`src/rtl/snes_tst_pkg.sv`:
```
// Shared PPU register map and helpers for the SNES RGB post-processor.
package snes_tst_pkg;

    localparam logic [7:0] ADDR_INIDISP = 8'h00;
    localparam logic [7:0] ADDR_BGMODE  = 8'h05;
    localparam logic [7:0] ADDR_SETINI  = 8'h33;
    localparam logic [3:0] BRIGHT_RST   = 4'hF;

    typedef struct packed {
        logic [3:0] bright;
        logic       fblank;
    } inidisp_t;

    function automatic logic hires_dec(input logic [2:0] mode, input logic pseudo);
        return (mode == 3'd5) || (mode == 3'd6) || (pseudo && (mode <= 3'd4));
    endfunction

endpackage

```
`src/rtl/snes_ppu_snoop.sv`:
```
// B-bus write snooper: synchronises the PPU write strobe and keeps the
// staged/active INIDISP copy plus BGMODE/SETINI-derived mode flags.
module snes_ppu_snoop
    import snes_tst_pkg::*;
#(
    parameter int LINE_SYNC = 1
) (
    input  logic       clk,
    input  logic       rst_n,
    input  logic       pawr_n,
    input  logic [7:0] paddr,
    input  logic [7:0] pdata,
    input  logic       hblank,
    input  logic       vblank,
    output logic [3:0] bright,
    output logic       fblank,
    output logic       hires,
    output logic       mode7
);

    logic     pawr_s1, pawr_s2, pawr_d;
    logic     hblank_d;
    logic     wr, wr_ini, hblank_rise;
    inidisp_t staged, active, ini_wdata;
    logic [2:0] bgmode, bgmode_nxt;
    logic       pseudo, pseudo_nxt;
    logic       unused_pdata;

    // Falling edge of the synchronised strobe: a held-low level fires only once.
    assign wr          = pawr_d & ~pawr_s2;
    assign wr_ini      = wr && (paddr == ADDR_INIDISP);
    assign hblank_rise = hblank & ~hblank_d;
    assign ini_wdata   = inidisp_t'{bright: pdata[3:0], fblank: pdata[7]};
    assign unused_pdata = ^pdata[6:4];

    always_comb begin
        bgmode_nxt = bgmode;
        pseudo_nxt = pseudo;
        if (wr && (paddr == ADDR_BGMODE)) bgmode_nxt = pdata[2:0];
        if (wr && (paddr == ADDR_SETINI)) pseudo_nxt = pdata[3];
    end

    always_ff @(posedge clk or negedge rst_n) begin
        if (!rst_n) begin
            pawr_s1  <= 1'b1;
            pawr_s2  <= 1'b1;
            pawr_d   <= 1'b1;
            hblank_d <= 1'b0;
            staged   <= inidisp_t'{bright: BRIGHT_RST, fblank: 1'b0};
            active   <= inidisp_t'{bright: BRIGHT_RST, fblank: 1'b0};
            bgmode   <= 3'd0;
            pseudo   <= 1'b0;
            hires    <= 1'b0;
            mode7    <= 1'b0;
        end else begin
            pawr_s1  <= pawr_n;
            pawr_s2  <= pawr_s1;
            pawr_d   <= pawr_s2;
            hblank_d <= hblank;
            bgmode   <= bgmode_nxt;
            pseudo   <= pseudo_nxt;
            hires    <= hires_dec(bgmode_nxt, pseudo_nxt);
            mode7    <= (bgmode_nxt == 3'd7);
            if (wr_ini) staged <= ini_wdata;
            // A write landing on the HBLANK edge itself is only staged here;
            // the copy below still sees the previous staged value.
            if (LINE_SYNC == 0) begin
                if (wr_ini) active <= ini_wdata;
            end else if (vblank || hblank_rise) begin
                active <= staged;
            end
        end
    end

    assign bright = active.bright;
    assign fblank = active.fblank;

endmodule

```
`src/rtl/snes_rgb_scaler.sv`:
```
// PPU2 digital-RGB post-processor: brightness/force-blank/OSD dimming in a
// 3-stage pixel pipe, plus hi-res detection and dot/line counters.
module snes_rgb_scaler
    import snes_tst_pkg::*;
#(
    parameter int NCH       = 3,
    parameter int IN_W      = 5,
    parameter int OUT_W     = 9,
    parameter int OSD_SHIFT = 2,
    parameter int LINE_SYNC = 1,
    parameter int DOT_DIV   = 4,
    parameter int H_TOTAL   = 340
) (
    input  logic                 CLK_i,
    input  logic                 NRST_i,
    input  logic                 PAWR_n_i,
    input  logic [7:0]           PADDR_i,
    input  logic [7:0]           PDATA_i,
    input  logic                 HBLANK_i,
    input  logic                 VBLANK_i,
    input  logic                 OSD_ACT_i,
    input  logic [NCH*IN_W-1:0]  RGB_i,
    output logic [NCH*OUT_W-1:0] RGB_o,
    output logic                 BLANK_o,
    output logic                 HIRES_o,
    output logic                 MODE7_o,
    output logic [8:0]           HCNT_o,
    output logic [8:0]           VCNT_o
);

    localparam int PW    = IN_W + 4;
    localparam int DIV_W = (DOT_DIV > 1) ? $clog2(DOT_DIV) : 1;

    generate
        if (OUT_W > IN_W + 4) begin : g_width_check
            $error("snes_rgb_scaler: OUT_W must not exceed IN_W+4");
        end
    endgenerate

    logic [3:0] bright;
    logic       fblank;

    snes_ppu_snoop #(
        .LINE_SYNC (LINE_SYNC)
    ) u_snoop (
        .clk    (CLK_i),
        .rst_n  (NRST_i),
        .pawr_n (PAWR_n_i),
        .paddr  (PADDR_i),
        .pdata  (PDATA_i),
        .hblank (HBLANK_i),
        .vblank (VBLANK_i),
        .bright (bright),
        .fblank (fblank),
        .hires  (HIRES_o),
        .mode7  (MODE7_o)
    );

    logic [NCH*IN_W-1:0]  rgb_s1;
    logic                 osd_s1, blank_s1, blank_s2;
    logic [NCH*PW-1:0]    prod_nxt, prod_s2;
    logic [NCH*OUT_W-1:0] rgb_nxt;

    generate
        for (genvar c = 0; c < NCH; c++) begin : g_ch
            logic [IN_W-1:0] pix, pix_sel;
            assign pix     = rgb_s1[c*IN_W +: IN_W];
            assign pix_sel = osd_s1 ? (pix >> OSD_SHIFT) : pix;
            // Full-width product: 31*15 fits in IN_W+4 bits, so no clamp needed.
            assign prod_nxt[c*PW +: PW] = {4'b0, pix_sel} * {{IN_W{1'b0}}, bright};
            assign rgb_nxt[c*OUT_W +: OUT_W] =
                blank_s2 ? '0 : prod_s2[c*PW + PW - 1 -: OUT_W];
        end
    endgenerate

    always_ff @(posedge CLK_i or negedge NRST_i) begin
        if (!NRST_i) begin
            rgb_s1   <= '0;
            osd_s1   <= 1'b0;
            blank_s1 <= 1'b1;
            prod_s2  <= '0;
            blank_s2 <= 1'b1;
            RGB_o    <= '0;
            BLANK_o  <= 1'b1;
        end else begin
            rgb_s1   <= RGB_i;
            osd_s1   <= OSD_ACT_i;
            blank_s1 <= fblank | HBLANK_i | VBLANK_i;
            prod_s2  <= prod_nxt;
            blank_s2 <= blank_s1;
            RGB_o    <= rgb_nxt;
            BLANK_o  <= blank_s2;
        end
    end

    logic [DIV_W-1:0] div_cnt;
    logic             dot_tc;

    // Dot divider runs as a down-counter; terminal count marks one dot.
    assign dot_tc = (div_cnt == '0);

    always_ff @(posedge CLK_i or negedge NRST_i) begin
        if (!NRST_i) begin
            div_cnt <= DIV_W'(DOT_DIV - 1);
            HCNT_o  <= 9'd0;
            VCNT_o  <= 9'd0;
        end else if (VBLANK_i) begin
            div_cnt <= DIV_W'(DOT_DIV - 1);
            HCNT_o  <= 9'd0;
            VCNT_o  <= 9'd0;
        end else begin
            div_cnt <= dot_tc ? DIV_W'(DOT_DIV - 1) : div_cnt - 1'b1;
            if (HBLANK_i && (HCNT_o == 9'd0)) begin
                HCNT_o <= 9'd0;
            end else if (dot_tc) begin
                if (HCNT_o == 9'(H_TOTAL - 1)) begin
                    HCNT_o <= 9'd0;
                    if (VCNT_o != 9'd511) VCNT_o <= VCNT_o + 9'd1;
                end else begin
                    HCNT_o <= HCNT_o + 9'd1;
                end
            end
        end
    end

endmodule

```
`config.mk`:
```
export PLATFORM = sky130hd
export DESIGN_NAME = snes_rgb_scaler
export DESIGN_NICKNAME = d
export VERILOG_FILES = /design/src/rtl/snes_tst_pkg.sv /design/src/rtl/snes_ppu_snoop.sv /design/src/rtl/snes_rgb_scaler.sv
export SDC_FILE = /design/constraint.sdc
export NUM_CORES = 1
export LEC_CHECK = 0
export CELL_PAD_IN_SITES_DETAIL_PLACEMENT = 0
export CELL_PAD_IN_SITES_GLOBAL_PLACEMENT = 2
export CORE_ASPECT_RATIO = 1.2
export CORE_UTILIZATION = 39
export DETAILED_ROUTE_END_ITERATION = 10
export GPL_TIMING_DRIVEN = 0
export PLACE_DENSITY_LB_ADDON = 0.1
export SETUP_SLACK_MARGIN = 0.02
export SLEW_MARGIN = 0
export SYNTH_ARGS = -nofsm -noshare
export SYNTH_HDL_FRONTEND = slang
export SYNTH_SLANG_ARGS = --single-unit
```
`constraint.sdc`:
```
create_clock -name CLK_i -period 9.5 [get_ports CLK_i]
set_input_delay 0.95 -clock CLK_i [delete_from_list [all_inputs] [get_ports CLK_i]]
set_output_delay 0.95 -clock CLK_i [all_outputs]
set_load 0.03 [all_outputs]
```
# Yosys cells after proc, flatten, opt, wreduce, memory -nomap -nowiden
# Index checks and enable logic that the tools add are counted.
# totals
register_bits	113
latch_bits	0
ram_bits	0
rom_bits	0
in_bits	37
out_inout_bits	48
mem_count	0
# classes
add_sub_neg	3
multipliers	3
div	0
magnitude_cmp	1
n_eq_ne	8
shifts	0
muxes	19
n_bitwise	6
n_reduce_logical	16
# op_table
cell	count
9-bit 2-to-1 mux	12
5-bit by 4-bit multiplier with 9-bit output	3
9-bit by 1-bit adder with 9-bit output, second input constant	2
5-bit 2-to-1 mux	3
3-bit == test, second input constant	3
9-bit == test, second input constant	1
9-bit logical NOT	1
9-bit inequality test, second input constant	1
8-bit by 3-bit == test with 1-bit output, second input constant	1
8-bit by 6-bit == test with 1-bit output, second input constant	1
8-bit logical NOT	1
2-bit nonzero test	3
1-bit logical AND	5
2-bit 2-to-1 mux	2
4-bit AND reduction	1
3-bit less-or-equal comparator, second input constant	1
1-bit logical OR	3
3-bit 2-to-1 mux	1
3-bit nonzero test	1
1-bit bitwise AND	2
2-bit logical NOT	1
2-bit inequality test, second input constant	1
1-bit inverter	2
1-bit bitwise OR	2
other kinds (2)	2

# Logic depth before layout (Yosys ltp)
# Gate-level depths: netlist of run 1.
# logic_depth
word_depth	7
ltp_mapped	13
mapped_depth_nobuf	11

# By module
# From an unflattened synthesis of run 1, not the netlist that was laid out.
# hier_totals
hier_cells	506
area_unflattened_um2	5824.3
# modules_own_cells
mod	instances	cells_per_inst	area_per_inst_um2	seq_area_each_um2
snes_rgb_scaler	1	450	4969.8	2333.5
snes_ppu_snoop	1	56	854.6	514.2

# Worst setup path after synthesis of run 1
# OpenSTA, ideal clock, no wires.
# synth_path
kind	register -> register
startpoint	register osd_s1
endpoint	register prod_s2[16]
setup_time_ps	90
t_arrival_ps	3611
setup_slack_ps	5800
path_stages_with_launch	13
path_buffers	2
path_cell_list	dfrtp_1 > clkbuf_1 > buf_1 > mux2i_1 > nand2b_1 > fa_1 > fa_1 > inv_1 > ha_1 > a21o_1 > a21oi_1 > or4b_2 > o2111ai_1
# synth_via
elab_chain_len	2
# synth_lines
item	line	text
from (decl)	snes_rgb_scaler.sv:60	logic osd_s1, blank_s1, blank_s2;
from (signal assigned)	snes_rgb_scaler.sv:87	osd_s1 <= OSD_ACT_i;
5-bit 2-to-1 mux	snes_rgb_scaler.sv:68	assign pix_sel = osd_s1 ? (pix >> OSD_SHIFT) : pix;
5-bit by 4-bit multiplier with 9-bit output	snes_rgb_scaler.sv:70	assign prod_nxt[c*PW +: PW] = {4'b0, pix_sel} * {{IN_W{1'b0}}, bright};
via prod_nxt[16]	snes_rgb_scaler.sv:61	logic [NCH*PW-1:0] prod_nxt, prod_s2;
to (signal assigned)	snes_rgb_scaler.sv:89	prod_s2 <= prod_nxt;
to (decl)	snes_rgb_scaler.sv:61	
# The timed path passes the listed nets, and every way through them passes these cells.
# A chain may end at the register's enable or synchronous reset.

# Final worst setup path of run 1
# layout_path
startpoint	register osd_s1
endpoint	register prod_s2[26]
# Same word-level chain as after synthesis.

==> results of run 1 <==
[final cells by class]
class                           instances  share of cell area [%]
Tap cell                              200                    3.37
Clock inverter                          7                   0.505
Multi-Input combinational cell        340                    37.1
Timing Repair Buffer                   81                    11.1
Inverter                               51                    2.57
Buffer                                 14                   0.841
Clock buffer                           24                    6.21
Sequential cell                       113                    38.3
[worst max-delay path by stage]
stage,start,end,depth (start not counted)
after floorplan,osd_s1,prod_s2[16],12
after global placement,NRST_i,u_snoop.pseudo,1
after detailed placement,osd_s1,prod_s2[26],13
after CTS,osd_s1,prod_s2[26],13
after global routing,osd_s1,prod_s2[26],13
final,osd_s1,prod_s2[26],13
[state kept, by name, indices dropped and copies added, names as in the netlist, 2 cells and up]
signal          flops
prod_s2            27
u_snoop.staged      5
u_snoop.bgmode      3
RGB_o              27
u_snoop.bright      4
rgb_s1             15
HCNT_o              9
div_cnt             2
VCNT_o              9
[Yosys cell counts (10+ instances only)]
library cell  count
mux2i_1          11
and2_1           19
clkbuf_1         12
dfrtp_1          97
inv_1            51
mux2_2           14
ha_1             44
nand2_1          22
xnor2_1          11
nor3_1           10
nor2_1           23
nand2b_1         11
fa_1             18
nor2b_1          61
dfstp_2          16
a21oi_1          14
[where the power goes]
| part | switching (mW) | internal [mW] | total (mW) |
|---|---|---|---|
| combinational | 0.0414 | 0.0337 | 0.0751 |
| clock | 0.200 | 0.334 | 0.533 |
| sequential | 0.00695 | 0.498 | 0.505 |
| total | 0.248 | 0.865 | 1.11 |
[routing by layer]
layer	routed length, um	GRT usage [%]	part of all wire [%]	vias up
met5	0	0	0	-
met4	176	6.06	1.6	0
met3	418	4.46	3.8	13
met2	5690	27.2	52	68
met1	4710	18.3	43	1916
li1	-	-	-	1962
[critical path, stage by stage, from the launching register on]
cell and delay, ns:
dfrtp_1 0.33, clkbuf_1 0.25, buf_1 0.50, mux2i_1 0.45
nor2b_1 0.12, fa_1 0.51, inv_1 0.06, fa_1 0.53
inv_1 0.04, ha_1 0.32, nor2b_1 0.14, o21a_1 0.20
o21a_1 0.19, o311ai_0 0.54
[metrics by stage]
step / cells / power [mW] / hold slack, ns / util [%] / setup WS, ns
finish: 830 / 1.11 / 0.356 / 51.2 / 5.15
global route: 830 / 1.16 / 0.359 / 51.2 / 4.84
CTS: 830 / 1.14 / 0.359 / 51.2 / 5.08
detailed placement: 799 / 0.589 / 0.348 / 47.7 / 5.10
global placement: 798 / 0.587 / 0.345 / 47.5 / 3.29
floorplan: 518 / 0.548 / 0.345 / - / 5.80
[layout by cell type (no fill, tap or decap), types with 5 or more instances in the layout]
cell             netlist  layout
dfstp_2               16      16
o2111ai_1              5       5
nor3_1                10      10
clkbuf_16              0      17
o21ai_0                6       6
nor2b_1               61      61
nand4_1                5       5
nand2b_1              11      11
nor2_1                23      23
fa_1                  18      18
o31ai_1                6       6
a21oi_1               14      14
clkinv_2               0       6
clkbuf_1              12      18
mux2i_1               11      11
nand2_1               22      22
clkdlybuf4s50_1        0      79
and2_1                19      19
or4_1                  6       6
nand3_1                6       6
mux2_2                14      14
xnor2_1               11      11
dfrtp_1               97      97
inv_1                 51      51
ha_1                  44      44
[cells by family (layout without fill, tap and decap cells)]
group	count (synthesis)	in the layout	synth area share [%]
compound gates	58	58	7.03
mux	25	25	4.57
simple gates	182	182	18.0
flops	113	113	48.6
fa+ha+maj	62	62	15.5
buf+inv	65	177	4.33
xor+xnor	13	13	1.94
==> impl_metrics.json, run 1 <==
{
  "reg2reg_slack_ns": 5.15,
  "io_pins": 85,
  "post_cts_resize_count": 0,
  "crit-reg2reg-launch": "osd_s1",
  "ys_warn_count": 0,
  "drc_errors": 0,
  "overflow": 0,
  "coreArea_um2": 14500,
  "final_antenna_net_count": 0,
  "power_leakage_nw": 3.44,
  "clk_pin_slew_ns": 0.05,
  "synth_top_area_cell": "dfrtp_1",
  "multiInputGateArea_um2": 2760,
  "final_cell_area_um2": 7430,
  "max_freq_mhz": 230,
  "clock_sinks": 113,
  "cts_buffer_depth": 2,
  "synthTopCellsByArea": "dfrtp_1, ha_1, dfstp_2",
  "rsz0062_at_grt": "no",
  "n_fill_cell": 1344,
  "min_to": "u_snoop.pawr_s2",
  "track_usage_pct": 15.6,
  "placed_area_um2": 6940,
  "postCtsSetupBuffers": 0,
  "place_congestion": 0.810,
  "drt-initial-drc-count": 104,
  "end_kind": "register",
  "area_growth_pct": 26.9,
  "ys_types": 51,
  "postCtsHoldBufs": 0,
  "fin_setup_tns_ns": 0,
  "clk_root_buffer_cell": "clkbuf_16",
  "register_area_um2": 2850,
  "via_per_inst": 4.77,
  "ys_seq_area_share_pct": 48.6,
  "grt_antenna_before_repair": 0,
  "fin_skew_ns": 0.00749,
  "hold_depth": 0,
  "period_share_pct": 45.8,
  "die-area_um2": 15500,
  "hold_violations": 0,
  "r2r_cells": 13,
  "cap_violations": 0,
  "syn_area_per_cell_um2": 11.3,
  "holdCritPathClass": "reg2reg",
  "hpwl_um": 8480,
  "setup_viol": 0,
  "slew-limit-headroom_pct": 55.7,
  "peakVddDrop_mv": 0.0973,
  "period_needed_ns": 4.35,
  "first_global_vias": 3986,
  "hp-start": "u_snoop.pawr_s1",
  "worstPathArrival_ns": 4.59,
  "diodes": 0,
  "cts_buffers": 17,
  "ys_dominant_reg_cell": "dfrtp_1",
  "grt_max_degree": 71,
  "synthCells": 518,
  "start_util_pct": 40.3,
  "syn_nets": 617,
  "p_per_area_nw_per_um2": 150,
  "netlist_area_um2": 5860,
  "slew_viol_final": 0,
  "clk_latency_ns": 0.41,
  "async_reset_ff_share_pct": 100,
  "synth_top_area_share_pct": 41.4,
  "rows": 48,
  "r2r_end": "prod_s2[26]",
  "io_buffers": 80,
  "critPathLaunchType": "register",
  "vias": 3959,
  "ys_seq_elements": 113,
  "critPathKind": "reg2reg",
  "final_nets": 717,
  "synth_edf_count": 0,
  "grt_first_pass_wirelength_um": 18600,
  "die_w_um": 114,
  "cts_tree": "built",
  "post_drt_wl_per_cell_um": 13.3,
  "die_h_um": 136,
  "path_max_fanout": 10,
  "layout-drive-gt1-share_pct": 10.5,
  "wirelength_um": 11000,
  "status": "finished, final reports clean",
  "detail_route.first_pass.iterations": 4,
  "critPathRequiredTime_ns": 9.74,
  "tightest_slew_ns": 0.659,
  "htree_levels": 4
}
Power figures use the tool's default switching activity.
==> inputs of run 2 (changes only) <==
--- a/config.mk
+++ b/config.mk
@@ -8,7 +8,7 @@
 export CELL_PAD_IN_SITES_DETAIL_PLACEMENT = 0
 export CELL_PAD_IN_SITES_GLOBAL_PLACEMENT = 2
 export CORE_ASPECT_RATIO = 1.2
-export CORE_UTILIZATION = 39
+export CORE_UTILIZATION = 33
 export DETAILED_ROUTE_END_ITERATION = 10
 export GPL_TIMING_DRIVEN = 0
 export PLACE_DENSITY_LB_ADDON = 0.1
==> constraint.sdc (replaced) <==
create_clock -name CLK_i -period 3.5 [get_ports CLK_i]
set_input_delay 0.35 -clock CLK_i [delete_from_list [all_inputs] [get_ports CLK_i]]
set_output_delay 0.35 -clock CLK_i [all_outputs]
set_load 0.03 [all_outputs]
==> impl_metrics.json, run 2 (synthesis gave the netlist of run 1 again) <==
{
  "hold_violations": 0,
  "use_met1_pct": 17.4,
  "top_regs": "RGB_o x27, prod_s2 x27, rgb_s1 x15",
  "max_freq_mhz": 298,
  "holdCritPathClass": "in2reg",
  "rows": 53,
  "grtUsageMet3_pct": 3.67,
  "cts_buffers": 17,
  "layout_commonest_cell": "dfrtp_1",
  "via_per_inst": 4.74,
  "io_pins": 85,
  "die_h_um": 148,
  "period_share_pct": 95.9,
  "crit-reg2reg-launch": "osd_s1",
  "power_leakage_nw": 3.59,
  "min_to": "u_snoop.pawr_s1",
  "clk_pin_slew_ns": 0.05,
  "holdWs_ns": 0.344,
  "period_needed_ns": 3.35,
  "cap_violations": 0,
  "cts_buffer_depth": 2,
  "r2r_cells": 12,
  "grt_max_degree": 84,
  "violations": "design-rule violations",
  "end_kind": "register",
  "clk_latency_ns": 0.41,
  "track_usage_pct": 14.5,
  "wirelength_um": 12000,
  "htree_levels": 4,
  "coreArea_um2": 17400,
  "rsz0062_at_grt": "yes",
  "crit_chain": "buf_12 > mux2i_4 > nor2b_1 > fa_1 > inv_1 > fa_1 > inv_1 > ha_4 > nor2b_1 > o21a_1 > o21a_1 > o311ai_2",
  "first_global_vias": 4209,
  "p_per_area_nw_per_um2": 441,
  "area_growth_pct": 34.1,
  "hpwl_um": 8950,
  "hold_depth": 1,
  "instances_no_fill": 860,
  "drc_errors": 2,
  "crit_slowest_cell": "fa_1",
  "critPathRequiredTime_ns": 3.81,
  "final_antenna_net_count": 0,
  "die_w_um": 124,
  "reg2reg_slack_ns": 0.15,
  "post_drt_wl_per_cell_um": 14.0,
  "r2r_end": "prod_s2[17]",
  "layout-drive-gt1-share_pct": 15.9,
  "grt_util_met2_pct": 24.6,
  "cpPeakStageDelay_ns": 0.54,
  "start_util_pct": 33.6,
  "clk_root_buffer_cell": "clkbuf_16",
  "path_max_fanout": 6,
  "overflow": 0,
  "cp_top_family": "adder cells",
  "final_util_pct": 45.1,
  "detail_route.first_pass.iterations": 9,
  "fin_skew_ns": 0.00953,
  "peakVddDrop_mv": 0.302,
  "setup_viol": 0,
  "vias": 4077,
  "path_buf_inv": 3,
  "io_buffers": 80,
  "clock_sinks": 113,
  "tightest_slew_ns": 0.678,
  "diodes": 0,
  "critPathLaunchType": "register",
  "critPathKind": "reg2reg",
  "place_congestion": 0.773,
  "status": "finished, violations left",
  "final_nets": 726,
  "cts_tree": "built",
  "dp.cells": 819,
  "slew_viol_final": 0,
  "busiest_layer": "met2",
  "grt_antenna_before_repair": 0,
  "slew-limit-headroom_pct": 54.4,
  "grt_first_pass_wirelength_um": 20400,
  "final_cell_mix": "dfrtp_1, clkdlybuf4s50_1, nor2b_1",
  "worstPathArrival_ns": 3.66,
  "die-area_um2": 18300,
  "drt-initial-drc-count": 102,
  "fin_setup_tns_ns": 0,
  "n_fill_cell": 1664,
  "hp-start": "PAWR_n_i"
}
## run 2: changes by cell type in the layout (fill, tap and decap cells not counted), moves of 3 or more
| cell | change |
|---|---|
| buf_4 | +7 |
| clkbuf_1 | -7 |
| mux2i_1 | -7 |
| bufinv_16 | +5 |
| mux2i_4 | +5 |
| clkbuf_2 | +3 |
| o311ai_0 | -3 |
## run 2: worst max-delay path by stage
stage,depth (start not counted),start,slack [ns],end
6_report,12,osd_s1,0.15,prod_s2[17]
5_1_grt,11,osd_s1,-0.02,prod_s2[8]
4_1_cts,11,osd_s1,0.03,prod_s2[8]
3_5_place_dp,13,osd_s1,-0.43,prod_s2[26]
3_3_place_gp,1,NRST_i,-2.28,u_snoop.hires
2_1_floorplan,12,osd_s1,0.02,prod_s2[16]
## run 2: timing repair
| item | 4_1_cts | 5_1_grt |
|---|---|---|
| pin swaps | 1 | 4 |
| endpoints found under the setup margin | 8 | 6 |
| resized for setup | 18 | 19 |
| hold buffers | 1 | 0 |
| hold endpoints to repair | 29 | 0 |
| cloned | 0 | 1 |
| setup buffers | 1 | 7 |
## run 2: per-layer routing
metal	wire [um]	up-vias	share of wire, %
li1	-	1973	-
met1	5240	2015	44
met2	6190	75	51
met3	378	14	3.1
met4	208	0	1.7
met5	0	-	0
## run 2: stage by stage
stage	setup slack (ns)	power [mW]	area (um^2)
3_3_place_gp	-2.28	1.60	6940
6_report	0.145	3.47	7860
3_5_place_dp	-0.432	1.60	6970
4_1_cts	0.0297	3.51	7700
2_1_floorplan	0.0226	1.49	5860
5_1_grt	-0.0170	3.62	7860
## run 2: worst register-to-register path, stage by stage, from the launching register on
cell and delay (ns):
dfrtp_2 0.47, buf_12 0.18, mux2i_4 0.28, nor2b_1 0.10
fa_1 0.54, inv_1 0.06, fa_1 0.53, inv_1 0.07
ha_4 0.25, nor2b_1 0.13, o21a_1 0.20, o21a_1 0.20
o311ai_2 0.26
## run 2: cell type report
cell class | instances | area, um^2 | area share [%]
multi-input cells | 340 | 2910 | 37.0
clock inverters | 11 | 184 | 2.34
well taps | 220 | 275 | 3.50
clock buffers | 21 | 450 | 5.73
plain buffers | 13 | 78.8 | 1.00
repair buffers | 91 | 925 | 11.8
flip-flops and latches | 113 | 2850 | 36.2
inverters | 51 | 191 | 2.44
## run 2: where the power goes
| group | total, mW | internal [mW] | switching [mW] |
|---|---|---|---|
| clock | 1.86 | 1.28 | 0.584 |
| sequential | 1.37 | 1.35 | 0.0246 |
| combinational | 0.234 | 0.114 | 0.120 |
| total | 3.47 | 2.74 | 0.728 |
